## src/rtl/gray_to_bin_serial.sv

```systemverilog
// Serial Gray-to-binary decoder: one bit resolved per clock, MSB first,
// with a valid/ready handshake on both sides and an optional "above 9" flag.
module gray_to_bin_serial #(
  parameter int WIDTH     = 4,
  parameter bit BCD_CHECK = 1'b1
) (
  input  logic             clk,
  input  logic             reset,
  input  logic             in_valid,
  output logic             in_ready,
  input  logic [WIDTH-1:0] gray_in,
  output logic             out_valid,
  input  logic             out_ready,
  output logic [WIDTH-1:0] bin_out,
  output logic             bcd_err
);

  localparam int IW = $clog2(WIDTH);

  typedef enum logic [1:0] {
    IDLE  = 2'd0,
    SHIFT = 2'd1,
    DONE  = 2'd2
  } state_t;

  state_t           state_q, state_d;
  logic [IW-1:0]    idx_q, idx_d;
  logic [WIDTH-1:0] work_q, work_d, work_res;
  logic [WIDTH-1:0] bin_q, bin_d;
  logic             err_q, err_d;
  logic             rdy_q, rdy_d;
  logic             accept;
  logic             over9;

  // The working register is decoded in place: bit idx+1 already holds b[idx+1].
  always_comb begin
    work_res = work_q;
    if (idx_q != IW'(WIDTH - 1)) begin
      work_res[idx_q] = work_q[idx_q + 1'b1] ^ work_q[idx_q];
    end
  end

  generate
    if (WIDTH >= 4) begin : g_cmp
      assign over9 = (work_res > WIDTH'(9));
    end else begin : g_nocmp
      assign over9 = 1'b0;
    end
  endgenerate

  always_comb begin
    state_d = state_q;
    idx_d   = idx_q;
    work_d  = work_q;
    bin_d   = bin_q;
    err_d   = err_q;
    accept  = 1'b0;
    case (state_q)
      IDLE: begin
        if (in_valid && rdy_q) begin
          accept  = 1'b1;
          work_d  = gray_in;
          idx_d   = IW'(WIDTH - 1);
          state_d = SHIFT;
        end
      end
      SHIFT: begin
        work_d = work_res;
        if (idx_q == '0) begin
          bin_d   = work_res;
          err_d   = (BCD_CHECK == 1'b1) && over9;
          state_d = DONE;
        end else begin
          idx_d = idx_q - 1'b1;
        end
      end
      DONE: begin
        if (out_ready) begin
          state_d = IDLE;
        end
      end
      default: state_d = IDLE;
    endcase
    // Ready is registered so it only rises a full cycle after entering IDLE.
    rdy_d = (state_q == IDLE) && !accept;
  end

  always_ff @(posedge clk or posedge reset) begin
    if (reset) begin
      state_q <= IDLE;
      idx_q   <= '0;
      work_q  <= '0;
      bin_q   <= '0;
      err_q   <= 1'b0;
      rdy_q   <= 1'b0;
    end else begin
      state_q <= state_d;
      idx_q   <= idx_d;
      work_q  <= work_d;
      bin_q   <= bin_d;
      err_q   <= err_d;
      rdy_q   <= rdy_d;
    end
  end

  assign in_ready  = rdy_q;
  assign out_valid = (state_q == DONE);
  assign bin_out   = bin_q;
  assign bcd_err   = err_q;

endmodule
```

## config.mk

```make
export PLATFORM = sky130hd
export DESIGN_NAME = gray_to_bin_serial
export DESIGN_NICKNAME = d
export VERILOG_FILES = /design/src/rtl/gray_to_bin_serial.sv
export SDC_FILE = /design/constraint.sdc
export NUM_CORES = 1
export LEC_CHECK = 0
export ABC_CLOCK_PERIOD_IN_PS = 2150
export CAP_MARGIN = 20
export CORE_MARGIN = 3
export CORE_UTILIZATION = 49
export CTS_BUF_LIST = sky130_fd_sc_hd__clkbuf_16
export CTS_CLUSTER_DIAMETER = 60
export CTS_CLUSTER_SIZE = 20
export DETAILED_ROUTE_END_ITERATION = 8
export PLACE_DENSITY = 0.8
export SYNTH_ARGS = -nofsm -noshare
export SYNTH_HDL_FRONTEND = slang
export SYNTH_SLANG_ARGS = --single-unit
```

## constraint.sdc

```tcl
create_clock -name clk -period 2.15 [get_ports clk]
set_input_delay 0.43 -clock clk [delete_from_list [all_inputs] [get_ports clk]]
set_output_delay 0.43 -clock clk [all_outputs]
set_load 0.05 [all_outputs]
```

==> run metrics <==
wire length on met1 858 um; Final Critical Period 1.925 ns; Final WS setup 0.2246 ns; gr usage total 21.64%; Initial Utilization 55.81%; grt ovf 0; CP Launch Type flip-flop; synth cell count leaders dfrtp_1, nand2_1, a21oi_1; Slew @ Worst Pin 0.5373 ns; Post-layout nets 117; Setup-failing EPs final 0; LEAKAGE 0.4623 nW; area leader, netlist dfrtp_1; Worst-path clk slew 0.05 ns; final hold viol count 0; WHS Endpoint bin_out[3]; RSZ-0062 raised after global routing false; area delta synth->final 30.13%; 1st-iter DRT viols 17; die span in y 45.92 um; antenna cells 0; Hold Path Class flip-flop to flip-flop; arrival time worst endpoint 2.04 ns; sequential share of the synthesized area 44.87%; DR vias 696; Clock Sinks 14; Post-synth EDFFs 0; fillers 113; H-tree depth 1; cell row count 13; iteration count of the initial detailed-routing pass 4; clock latency on the worst-skew pair 0.25 ns; status complete, no violations; port bufs 14; Worst R2R Setup Slack 0.22 ns; number of synthesized register bits 14; Yosys warning count 0; CTS Hold Bufs 0; Die Wd 45.92 um; routed len/inst 16.43 um; # IOs 15; setup TNS 0 ns; Setup Skew 0.006388 ns; fin cells 118; ys flop type dfrtp_1; antenna-violating nets left 0; XOR/XNOR Fraction of Synth Area 2.244%; critical path type flip-flop to flip-flop; adder-cell share of the synthesized area 6.410%; Fmax 0.5194 GHz; Reg2Reg Depth 7; Synth top area share 44.87%; pwr dens 1882 nW/um^2; Max clock buf depth 2; Final Max Slew Viols 0; FF-to-FF Start idx_q[1]; largest net degree at the start of global routing 15; most common cell in the netlist dfrtp_1; gate count of the mapped netlist 86; mux cell area share after synthesis 8.013%; max cap viols 0; CTS tree done; Top Layer Used met4; WL met3 95 um; wirelength, routed 1.939 mm; dpl cells 115; period utilization 89.55%; # DRC 0; global-route wire length before repair 3.125 mm; Hold Startpoint bin_out[3]; Synth Area per Inst 9.078 um^2; Syn Nets 98; max_slew headroom 64.14%; simple-gate share of the synthesized area 21.15%; Core ar. 1399 um^2; Root Buffer clkbuf_16; Critical Path RT 2.27 ns; Mapped Area 780.7 um^2; Synth area leaders dfrtp_1, a21oi_1, ha_1, nand2_1, mux2i_1; hold path depth 2; Async SR Flop Fraction 100.0%; critical path peak fanout 6; Die ar. 2108 um^2; vias in the first global route 691; initial antenna violation count 0; Worst R2R End work_q[1]; GPL Wtd Cong 0.9158; routed vias/inst 5.898; CTS buffer count 3; fraction of layout cells with a size suffix above 1 6.796%; largest family of logic cells by synthesized area simple AND/OR/NAND/NOR gates; worst vdd rail ir drop 1.360 mV; post-placement setup slack 0.3013 ns; Synth Area in Compound Gates 14.42%; post-synthesis cell type count 23; hpwl dp 1.281 mm; CP endpoint kind flip-flop; Post-CTS Resized 0; WL met2 889 um; Post-CTS Setup Inserts 0
routing by layer:
metal,vias to the layer above,global-route usage (%)
li1,325,-
met1,336,27.59
met2,23,31.59
met3,12,6.719
met4,0,13.07
met5,-,0
stage by stage:
stage	hold WS [ns]	cell area [um^2]	total power, mW	util [%]
2_1_floorplan	0.3192	780.7	1.260	-
3_3_place_gp	0.4622	940.9	1.500	67.26
3_5_place_dp	0.4746	940.9	1.522	67.26
4_1_cts	0.4960	1016	1.909	72.63
5_1_grt	0.5153	1016	2.019	72.63
6_report	0.4883	1016	1.912	72.63
flip-flops by register name, summed over array words and instances (netlist names):
name,flops
work_q,4
bcd_err,1
bin_out,4
idx_q,2
in_ready,1
state_q,2
final cells by class:
| class | count | area, um^2 | share of cell area (%) |
|---|---|---|---|
| clock buffers | 3 | 75.07 | 7.389 |
| repair buffers | 15 | 145.1 | 14.29 |
| flip-flops and latches | 14 | 350.3 | 34.48 |
| inverters | 5 | 18.77 | 1.847 |
| multi-input cells | 66 | 407.9 | 40.15 |
| well taps | 15 | 18.77 | 1.847 |
placed cells by master (no fill, tap or decap), drive strengths merged, types with 4 or more instances in the layout:
master         instances
nor2b                  4
a21oi                 10
dfrtp                 14
nand2                 13
clkdlybuf4s50         13
nor2                   8
mux2i                  5
ha                     4
inv                    5
nand2b                 5
how the worst max path moves through the flow:
| stage | start | end | slack [ns] | cells after the start |
|---|---|---|---|---|
| floorplan | idx_q[0] | work_q[1] | 0.43 | 7 |
| global placement | in_valid | idx_q[1] | 0.33 | 6 |
| detailed placement | idx_q[1] | work_q[1] | 0.30 | 7 |
| CTS | idx_q[1] | work_q[1] | 0.23 | 7 |
| global route | idx_q[1] | work_q[1] | 0.07 | 7 |
| finish | idx_q[1] | work_q[1] | 0.22 | 7 |
kinds of logic after synthesis:
kind of cell / Yosys count
buffers and inverters: 6
adder cells (fa/ha/maj): 4
AO/OA/AOI/OAI: 20
XOR/XNOR: 2
multiplexers: 5
flip-flops: 14
AND/OR/NAND/NOR: 35
power by group:
group	internal (mW)	switching, mW	total [mW]
sequential	0.373	0.101	0.474
combinational	0.426	0.662	1.09
clock	0.243	0.106	0.349
critical path: stages, from the launching register on:
cell and delay [ns]:
dfrtp_1 0.45, inv_1 0.09, ha_1 0.35, mux2i_1 0.26
xnor2_1 0.20, mux2i_4 0.14, nor2b_1 0.20, a21oi_1 0.11
Power figures use the tool's default switching activity.
